--- config.mk ---
export PLATFORM = sky130hd
export DESIGN_NAME = port_seq_arbiter
export DESIGN_NICKNAME = d
export VERILOG_FILES = /design/src/rtl/port_seq_arbiter.sv
export SDC_FILE = /design/constraint.sdc
export NUM_CORES = 1
export LEC_CHECK = 0
export BUFFER_PORTS_ARGS = -buffer_cell sky130_fd_sc_hd__buf_2
export CAP_MARGIN = 30
export CORE_MARGIN = 8
export CORE_UTILIZATION = 35
export DETAILED_ROUTE_END_ITERATION = 6
export HOLD_SLACK_MARGIN = 0.02
export PLACE_DENSITY = 0.57
export SLEW_MARGIN = 0
export SYNTH_ARGS = -nofsm -noshare
export SYNTH_HDL_FRONTEND = slang
export SYNTH_SLANG_ARGS = --single-unit
--- constraint.sdc ---
create_clock -name clk -period 1.76 [get_ports clk]
set_input_delay 0 -clock clk [delete_from_list [all_inputs] [get_ports clk]]
set_output_delay 0 -clock clk [all_outputs]
set_load 0.01 [all_outputs]
--- src/rtl/port_seq_arbiter.sv ---
// Round-robin arbiter that walks the granted port through a three-step sequence
// (STEP0..STEP2), with stall via enable and cancellation when the owner drops req.
module port_seq_arbiter #(
   parameter int unsigned PORTS    = 4,
   parameter int unsigned STEP_LEN = 1
) (
   input  logic             clk,
   input  logic             rst,
   input  logic [PORTS-1:0] req,
   input  logic             enable,
   output logic [PORTS-1:0] grant,
   output logic [1:0]       step,
   output logic             busy,
   output logic [PORTS-1:0] done,
   output logic [PORTS-1:0] abort
);

   localparam int unsigned PW = (PORTS > 1) ? $clog2(PORTS) : 1;
   localparam int unsigned CW = (STEP_LEN > 1) ? $clog2(STEP_LEN) : 1;

   typedef enum logic [1:0] {
      S_IDLE  = 2'd0,
      S_STEP0 = 2'd1,
      S_STEP1 = 2'd2,
      S_STEP2 = 2'd3
   } state_t;

   state_t          state;
   logic [CW-1:0]   cnt;
   logic [PW-1:0]   rr_ptr;
   logic [PW-1:0]   gidx;
   logic [PW-1:0]   sel_idx;
   logic            sel_found;
   logic [PW-1:0]   next_ptr;
   logic            step_last;

   // Round-robin search starting at rr_ptr, wrapping modulo PORTS
   always_comb begin
      sel_found = 1'b0;
      sel_idx   = '0;
      for (int unsigned i = 0; i < PORTS; i++) begin
         if (!sel_found && req[PW'((32'(rr_ptr) + i) % PORTS)]) begin
            sel_found = 1'b1;
            sel_idx   = PW'((32'(rr_ptr) + i) % PORTS);
         end
      end
   end

   assign next_ptr  = PW'((32'(gidx) + 32'd1) % PORTS);
   assign step_last = (cnt == CW'(STEP_LEN - 1));
   assign step      = state;

   always_ff @(posedge clk or posedge rst) begin
      if (rst) begin
         state  <= S_IDLE;
         cnt    <= '0;
         rr_ptr <= '0;
         gidx   <= '0;
         grant  <= '0;
         busy   <= 1'b0;
         done   <= '0;
         abort  <= '0;
      end else begin
         done  <= '0;
         abort <= '0;
         case (state)
            S_IDLE: begin
               if (enable && sel_found) begin
                  state <= S_STEP0;
                  gidx  <= sel_idx;
                  grant <= PORTS'(1) << sel_idx;
                  busy  <= 1'b1;
                  cnt   <= '0;
               end
            end
            default: begin
               // Owner dropping req cancels the sequence regardless of enable
               if (!req[gidx]) begin
                  state  <= S_IDLE;
                  abort  <= grant;
                  grant  <= '0;
                  busy   <= 1'b0;
                  rr_ptr <= next_ptr;
                  cnt    <= '0;
               end else if (enable) begin
                  if (step_last) begin
                     cnt <= '0;
                     if (state == S_STEP2) begin
                        state  <= S_IDLE;
                        done   <= grant;
                        grant  <= '0;
                        busy   <= 1'b0;
                        rr_ptr <= next_ptr;
                     end else begin
                        state <= state_t'(state + 2'd1);
                     end
                  end else begin
                     cnt <= cnt + CW'(1);
                  end
               end
            end
         endcase
      end
   end

endmodule
==> flow_summary.json, run 1 <==
{
  "async_flop_share": 1.000,
  "routed_wl_um": 1950,
  "critical-path-slowest-cell": "mux4_2",
  "synth_cells": 82,
  "grt_pass1_vias": 752,
  "critPathBufInv": 0,
  "pin_count": 22,
  "die_h_um": 66.52,
  "grt_max_degree": 20,
  "drv_cap": 0,
  "avgRoutedWirePerCell_um": 14.03,
  "min_from": "enable",
  "worstHoldEndpoint": "step[0]$_DFFE_PP0P_",
  "io_buffer_count": 21,
  "hold_violations": 0,
  "drc": 0,
  "cp.arrival_ns": 1.82,
  "finClkSkew_ns": 0.009121,
  "drtAntennaViolNets": 0,
  "power.density_mw_per_mm2": 1412,
  "setup_viol": 0,
  "stdcell_area_mm2": 0.001081,
  "grt_pass1_wl_um": 3291,
  "grtUsageTotal": 0.09476,
  "drive_gt1_frac": 0.2752,
  "synth_edf_count": 0,
  "numCtsBuffers": 3,
  "p_total_mw": 1.526,
  "clk_latency_ns": 0.29,
  "syn_nets": 91,
  "cp_max_fo": 7,
  "path_cells": "mux4_2 > a31o_4 > a22o_1",
  "slew_violations": 0,
  "vias": 712,
  "rsz0062_at_grt": "no",
  "diodes": 0,
  "syn-cell-area_um2": 893.4,
  "vias_per_cell": 5.122,
  "yosysTopAreaCell": "dfrtp_1",
  "placed_area_mm2": 0.001044,
  "core_mm2": 0.002455,
  "synth.distinct_cells": 27,
  "yosys_most_used_dff": "dfrtp_1",
  "cp.required_ns": 1.96,
  "min_path_cells": 3,
  "start_util": 0.3639,
  "cts_tree": "built",
  "ir_drop_mv": 0.6558,
  "clockBufferDepth": 2,
  "place_congestion": 0.7901,
  "nets": 119,
  "stdcell_count": 139,
  "reg2reg_slack_ns": 0.13,
  "clk_pin_slew_ns": 0.11,
  "syn2layout_area_growth_pct": 21.01,
  "critPathKind": "flip-flop to flip-flop",
  "synth_top_area_frac": 0.5322,
  "antenna_found_initial": 0,
  "die-area_mm2": 0.004425,
  "slowest_delay_ns": 0.60,
  "ff2ff_path_depth": 3,
  "htreeDepth": 1,
  "tightest_slew_ns": 0.7025,
  "cellLeakagePower_nw": 0.5629,
  "critical-path-top-delay-family": "multiplexers",
  "fin_crit_ns": 1.627,
  "synth-seq-area-share": 0.5322,
  "cts_resized": 0,
  "synthTopCellsByArea": "dfrtp_1 (53%), and2_1 (5.6%), a21oi_1 (3.4%)",
  "rows": 18,
  "endpoint_kind": "flip-flop",
  "die_w_um": 66.52,
  "cts_num_sinks": 19,
  "start_kind": "flip-flop",
  "clockRootBuffer": "clkbuf_4",
  "max_freq_mhz": 614.6,
  "startpoint": "gidx[0]$_DFFE_PP0P_",
  "r2r-end": "grant[2]$_DFFE_PP0P_",
  "synth_commonest_cells": "dfrtp_1 (19), and2_1 (8), a21oi_1 (6), inv_1 (5), nor2_1 (5)",
  "yosys_warnings": 0,
  "fin_setup_tns_ns": 0,
  "fin_crit_sh": 0.9245,
  "synth.avg_cell_area_um2": 10.89,
  "hpwl_um": 1539,
  "min_path_type": "primary input to flip-flop",
  "yosysMostFrequentCell": "dfrtp_1",
  "dr.pass1.iters": 4,
  "overflow": 0,
  "drt_iter0_markers": 21,
  "slew_headroom": 0.5311,
  "status": "completed",
  "rr_startpoint": "gidx[0]$_DFFE_PP0P_",
  "synth-seq-cells": 19,
  "place_inst": 134
}
[logic make-up after synthesis]
family | share of synthesized area
simple gates | 0.2115
compound gates | 0.1611
flops | 0.5322
buf+inv | 0.02101
mux | 0.03641
fa+ha+maj | 0.02801
xor+xnor | 0.009806
[placed cells by master (no fill, tap or decap), drive strengths merged]
cell type,Yosys,routed
a21o,2,2
a21oi,7,7
a22o,2,2
a311oi,1,1
a31o,1,1
and2,8,8
and3,2,2
buf,0,22
clkbuf,0,3
clkinv,0,1
dfrtp,19,19
dlygate4sd3,0,1
ha,2,2
inv,5,5
mux2i,1,1
mux4,1,1
nand2,4,4
nand2b,2,2
nand3,2,2
nor2,5,5
nor2b,3,3
nor3,1,1
nor3b,2,2
nor4,2,2
o21ai,4,4
o2bb2ai,2,2
o41ai,1,1
or4,2,2
xnor2,1,1
[what timing repair did]
item | 4_1_cts | 5_1_grt
setup buffers | 0 | 0
endpoints found under the hold margin | 19 | 0
hold buffers | 1 | 0
[layer usage]
metal	wire length [um]	vias up	part of all wire	track usage
li1	-	346	-	-
met1	854	347	0.44	0.1039
met2	937	17	0.48	0.1628
met3	142	2	0.073	0.03691
met4	15	0	0.0077	0.03200
met5	0	-	0	0
[worst reg2reg max path, delay by kind of cell (launching register included)]
family,cells,cell delay (ns)
multiplexers,1,0.60
flip-flops,1,0.43
AO/OA/AOI/OAI,2,0.50
[power breakdown]
part	switching (mW)	leakage [nW]	total (mW)	internal, mW
Clock	0.134	0.0177	0.218	0.0844
Sequential	0.123	0.250	0.685	0.562
Combinational	0.334	0.295	0.623	0.289
[metrics by stage]
stage	hold slack [ns]	worst slack, ns	util
6_report	0.09321	0.1328	0.4404
2_1_floorplan	-0.04887	0.1990	-
5_1_grt	0.1182	0.06208	0.4404
3_3_place_gp	0.1479	0.1610	0.4251
3_5_place_dp	0.1570	0.1385	0.4251
4_1_cts	0.09107	0.1247	0.4404
[cell type report]
class                           instances  area [um^2]
Sequential cell                        19        475.5
Multi-Input combinational cell         58        399.1
Clock buffer                            3        22.52
Fill cell                             251         1374
Timing Repair Buffer                   23        122.6
Tap cell                               30        37.54
Inverter                                5        18.77
Clock inverter                          1        5.005
[sequential cells by signal, summed over array words and instances, names as in the netlist]
name and count:
abort 4, done 4, grant 4, gidx 2, rr_ptr 2, step 2
busy 1
[how the worst max path moves through the flow]
stage | end | slack, ns | depth (start not counted)
4_1_cts | grant[2]$_DFFE_PP0P_ | 0.12 | 3
5_1_grt | grant[3]$_DFFE_PP0P_ | 0.06 | 3
6_report | grant[2]$_DFFE_PP0P_ | 0.13 | 3
3_5_place_dp | grant[2]$_DFFE_PP0P_ | 0.14 | 3
2_1_floorplan | grant[2]$_DFFE_PP0P_ | 0.20 | 3
3_3_place_gp | grant[2]$_DFFE_PP0P_ | 0.16 | 3
(Power assumes the default switching activity.)
==> inputs of run 2 (changes only) <==
--- a/config.mk
+++ b/config.mk
@@ -11,7 +11,7 @@
 export CORE_UTILIZATION = 35
 export DETAILED_ROUTE_END_ITERATION = 6
 export HOLD_SLACK_MARGIN = 0.02
-export PLACE_DENSITY = 0.57
+export PLACE_DENSITY_LB_ADDON = 0.3
 export SLEW_MARGIN = 0
 export SYNTH_ARGS = -nofsm -noshare
 export SYNTH_HDL_FRONTEND = slang
==> run 2 against run 1 <==
Setup slack got worse by 0.017 ns. Cell area did not move. Via count rose by 0.42%. Global-route usage fell by 0.36 points. Power rose by 0.21%. Utilization did not move. Sequential cell count did not move. Critical path depth did not move. Largest power group unchanged. Clock-buffer cell count did not move.
==> flow_summary.json, run 2 (same netlist as run 1, synthesis figures left out) <==
{
  "status": "completed",
  "ir_drop_mv": 0.9041,
  "met2_length_um": 845,
  "avgRoutedWirePerCell_um": 13.41,
  "slew_violations": 0,
  "power.density_mw_per_mm2": 1415,
  "die_h_um": 66.52,
  "nFillCells": 243,
  "setup_viol": 0,
  "drv_cap": 0,
  "endpoint_kind": "flip-flop",
  "vias_per_cell": 5.144,
  "rsz0062_at_grt": "no",
  "dr_wl_met3_um": 192,
  "rows": 18,
  "grt_max_degree": 20,
  "overflow": 0,
  "fin_crit_sh": 0.9339,
  "grt_pass1_vias": 697,
  "drive_gt1_frac": 0.2752,
  "core_mm2": 0.002455,
  "drc": 0,
  "antenna_found_initial": 0,
  "drt_iter0_markers": 28,
  "io_buffer_count": 21,
  "start_util": 0.3639,
  "pin_count": 22,
  "numCtsBuffers": 3,
  "hold_violations": 0,
  "diodes": 0,
  "drt-met1-wl_um": 814,
  "clk_pin_slew_ns": 0.11,
  "topRoutingLayerUsed": "met4",
  "grtUsageTotal": 0.09116,
  "finClkSkew_ns": 0.004657,
  "cts_num_sinks": 19,
  "nets": 119,
  "routed_wl_um": 1864,
  "dr.pass1.iters": 4,
  "htreeDepth": 1,
  "cp.required_ns": 1.95,
  "final_common_cell": "buf_2",
  "slew_headroom": 0.5260,
  "critPathKind": "flip-flop to flip-flop",
  "min_path_type": "primary input to flip-flop",
  "cp.arrival_ns": 1.84,
  "timing.hold.ws_ns": 0.08588,
  "post_cts_buffers": 0,
  "fin_crit_ns": 1.644,
  "clockBufferDepth": 2,
  "cts_hold_buf": 1,
  "cts_tree": "built",
  "grt_pass1_wl_um": 3174,
  "final_cell_mix": "buf_2 (21), dfrtp_1 (19), and2_1 (8)",
  "drtAntennaViolNets": 0,
  "vias": 715,
  "place_congestion": 0.7683,
  "clk_latency_ns": 0.30,
  "max_freq_mhz": 608.4,
  "hpwl_um": 1452,
  "tightest_slew_ns": 0.7102,
  "syn2layout_area_growth_pct": 21.01,
  "die-area_mm2": 0.004425,
  "die_w_um": 66.52,
  "clockRootBuffer": "clkbuf_4",
  "start_kind": "flip-flop",
  "fin_setup_tns_ns": 0,
  "cellLeakagePower_nw": 0.5629,
  "top_regs": "abort (4), done (4), grant (4)",
  "cp_max_fo": 7,
  "cts_resized": 0
}
-- run 2: critical path, stage by stage (launching register included) --
cell	delay, ns
dfrtp_1	0.44
mux4_2	0.60
a31o_4	0.28
a22o_1	0.22
-- run 2: layout make-up --
| class | instances | area [um^2] | area share |
|---|---|---|---|
| Inverter | 5 | 18.77 | 0.01736 |
| Clock buffer | 3 | 22.52 | 0.02083 |
| Clock inverter | 1 | 5.005 | 0.004630 |
| Timing Repair Buffer | 23 | 122.6 | 0.1134 |
| Sequential cell | 19 | 475.5 | 0.4398 |
| Multi-Input combinational cell | 58 | 399.1 | 0.3692 |
| Tap cell | 30 | 37.54 | 0.03472 |
-- run 2: power by group --
group          internal (mW)  switching (mW)
registers              0.562           0.125
logic                  0.289           0.335
clock network         0.0846           0.134
total                  0.935           0.594
-- run 2: final timing paths --
kind / from / to / slack (ns) / depth (start not counted)
setup / recovery: gidx[0]$_DFFE_PP0P_ / grant[3]$_DFFE_PP0P_ / 0.12 / 3
hold / removal: enable / step[0]$_DFFE_PP0P_ / 0.09 / 3
setup reg to reg: gidx[0]$_DFFE_PP0P_ / grant[3]$_DFFE_PP0P_ / 0.12 / 3
hold reg to reg: busy$_DFFE_PP0P_ / busy$_DFFE_PP0P_ / 0.50 / 1
max in group asynchronous: rst / step[1]$_DFFE_PP0P_ / 0.97 / 3
min in group asynchronous: rst / busy$_DFFE_PP0P_ / 0.35 / 3
-- run 2: per-stage QoR --
stage               std cells  power, mW  setup slack, ns  cell area (um^2)  utilization
floorplan                  82      1.106           0.1990             893.4            -
global placement          134      1.311           0.1644              1044       0.4251
detailed placement        134      1.324           0.1378              1044       0.4251
CTS                       139      1.548           0.1113              1081       0.4404
global route              139      1.664          0.03834              1081       0.4404
finish                    139      1.530           0.1163              1081       0.4404
-- run 2: routing by layer --
metal | up-vias | GRT usage
li1 | 345 | -
met1 | 346 | 0.1107
met2 | 22 | 0.1448
met3 | 2 | 0.04362
met4 | 0 | 0.01600
met5 | - | 0
==> inputs of run 3 (changes only) <==
--- a/config.mk
+++ b/config.mk
@@ -5,8 +5,10 @@
 export SDC_FILE = /design/constraint.sdc
 export NUM_CORES = 1
 export LEC_CHECK = 0
-export BUFFER_PORTS_ARGS = -buffer_cell sky130_fd_sc_hd__buf_2
+export BUFFER_PORTS_ARGS = -buffer_cell sky130_fd_sc_hd__clkbuf_2
 export CAP_MARGIN = 30
+export CELL_PAD_IN_SITES_DETAIL_PLACEMENT = 0
+export CELL_PAD_IN_SITES_GLOBAL_PLACEMENT = 1
 export CORE_MARGIN = 8
 export CORE_UTILIZATION = 35
 export DETAILED_ROUTE_END_ITERATION = 6
==> run 3 against run 2 <==
Hold slack better by 0.011 ns. Maximum frequency is 1.9% lower. Highest routed layer unchanged. Power is 1.5% higher. Utilization is 0.051 points higher. Final cell count is 0.72% lower. Clock power hardly changed. Critical endpoint is now grant[2]$_DFFE_PP0P_. Die area stayed put.
==> flow_summary.json, run 3 (same netlist as run 1, synthesis figures left out) <==
{
  "fin_setup_tns_ns": 0,
  "regArea_um2": 475.5,
  "grt_max_degree": 20,
  "top_regs": "abort (4), done (4), grant (4)",
  "cellLeakagePower_nw": 0.5494,
  "die-area_mm2": 0.004425,
  "max_freq_mhz": 596.9,
  "routed_wl_um": 2021,
  "cts_num_sinks": 19,
  "start_util": 0.3639,
  "cts_tree": "built",
  "grt_pass1_wl_um": 3381,
  "setup_viol": 0,
  "endpoint_kind": "flip-flop",
  "final_cell_mix": "clkbuf_2 (21), dfrtp_1 (19), and2_1 (8)",
  "fin_crit_ns": 1.675,
  "start_kind": "flip-flop",
  "reg2reg_slack_ns": 0.08,
  "r2r-end": "grant[2]$_DFFE_PP0P_",
  "nets": 118,
  "hold_violations": 0,
  "rows": 18,
  "clockBufferDepth": 2,
  "avgRoutedWirePerCell_um": 14.64,
  "hpwl_um": 1543,
  "syn2layout_area_growth_pct": 21.15,
  "numCtsBuffers": 3,
  "vias_per_cell": 5.087,
  "drv_cap": 0,
  "htreeDepth": 1,
  "slew_violations": 0,
  "drtAntennaViolNets": 0,
  "die_h_um": 66.52,
  "clk_latency_ns": 0.30,
  "diodes": 0,
  "min_path_cells": 3,
  "vias": 702,
  "placed_area_mm2": 0.001036,
  "finClkSkew_ns": 0.004459,
  "power.density_mw_per_mm2": 1434,
  "ir_drop_mv": 0.7032,
  "pin_count": 22,
  "die_w_um": 66.52,
  "worstHoldEndpoint": "step[0]$_DFFE_PP0P_",
  "drive_gt1_frac": 0.2870,
  "grt_pass1_vias": 699,
  "rr_startpoint": "gidx[0]$_DFFE_PP0P_",
  "io_buffer_count": 21,
  "cp_max_fo": 7,
  "post_cts_buffers": 0,
  "rsz0062_at_grt": "no",
  "fin_crit_sh": 0.9518,
  "ff2ff_path_depth": 3,
  "dr.pass1.iters": 4,
  "tightest_slew_ns": 0.7268,
  "cp.required_ns": 1.96,
  "overflow": 0,
  "core_mm2": 0.002455,
  "drt_iter0_markers": 16,
  "slew_headroom": 0.5149,
  "multiInputGateArea_um2": 407.9,
  "cp.arrival_ns": 1.87,
  "drc": 0,
  "grtUsageTotal": 0.09920,
  "antenna_found_initial": 0,
  "min_from": "enable",
  "status": "completed",
  "stdcell_area_mm2": 0.001082,
  "final_common_cell": "clkbuf_2",
  "clockRootBuffer": "clkbuf_4",
  "clk_pin_slew_ns": 0.11,
  "nFillCells": 255,
  "place_congestion": 0.7129,
  "p_total_mw": 1.552,
  "min_path_type": "primary input to flip-flop",
  "critPathKind": "flip-flop to flip-flop"
}
-- run 3: changes by cell type in the layout (fill, tap and decap cells not counted) --
cell      change
clkbuf_2     +21
nor3_1        -1
nor3_2        +1
a21oi_1       -1
buf_2        -21
buf_4         -1
a21oi_2       +1
-- run 3: final cells by class --
class,instances,share of cell area
multi-input combinational,58,0.3769
tap,30,0.03468
timing repair buffer,22,0.1064
clock buffer,3,0.02081
inverter,5,0.01734
sequential,19,0.4393
clock inverter,1,0.004624
-- run 3: metrics by stage --
step,util,hold WS (ns),std cells,setup slack [ns]
after global routing,0.4409,0.1223,138,0.04350
after detailed placement,0.4220,0.1319,133,0.1169
after floorplan,-,-0.04887,82,0.1990
after global placement,0.4220,0.1277,133,0.1475
after CTS,0.4373,0.1007,138,0.08409
final,0.4409,0.09656,138,0.08482
-- run 3: worst max-delay path, cell delays in order (launching register included) --
cell     delay [ns]
dfrtp_1        0.44
mux4_2         0.62
a31o_4         0.29
a22o_1         0.22
-- run 3: power by group --
| group | internal [mW] | total, mW | leakage [nW] | switching, mW |
|---|---|---|---|---|
| Combinational | 0.285 | 0.632 | 0.282 | 0.347 |
| Clock | 0.0846 | 0.221 | 0.0177 | 0.137 |
| Sequential | 0.562 | 0.699 | 0.250 | 0.137 |
-- run 3: worst max-delay path by stage --
stage | from | end
5_1_grt | gidx[0]$_DFFE_PP0P_ | grant[2]$_DFFE_PP0P_
3_3_place_gp | gidx[0]$_DFFE_PP0P_ | grant[3]$_DFFE_PP0P_
2_1_floorplan | gidx[0]$_DFFE_PP0P_ | grant[2]$_DFFE_PP0P_
4_1_cts | step[0]$_DFFE_PP0P_ | grant[2]$_DFFE_PP0P_
3_5_place_dp | gidx[0]$_DFFE_PP0P_ | grant[2]$_DFFE_PP0P_
6_report | gidx[0]$_DFFE_PP0P_ | grant[2]$_DFFE_PP0P_
-- run 3: metal layers --
layer,GRT usage,wire (um),vias up
met2,0.1544,954,21
met5,0,0,-
li1,-,-,341
met4,0.03200,16,0
met1,0.1216,904,338
met3,0.04027,146,2
-- run 3: repair_timing --
action / 4_1_cts / 5_1_grt
hold buffers: 1 / 0
gates resized for setup: 0 / 2
hold endpoints to repair: 19 / 0
endpoints found under the setup margin: 0 / 3
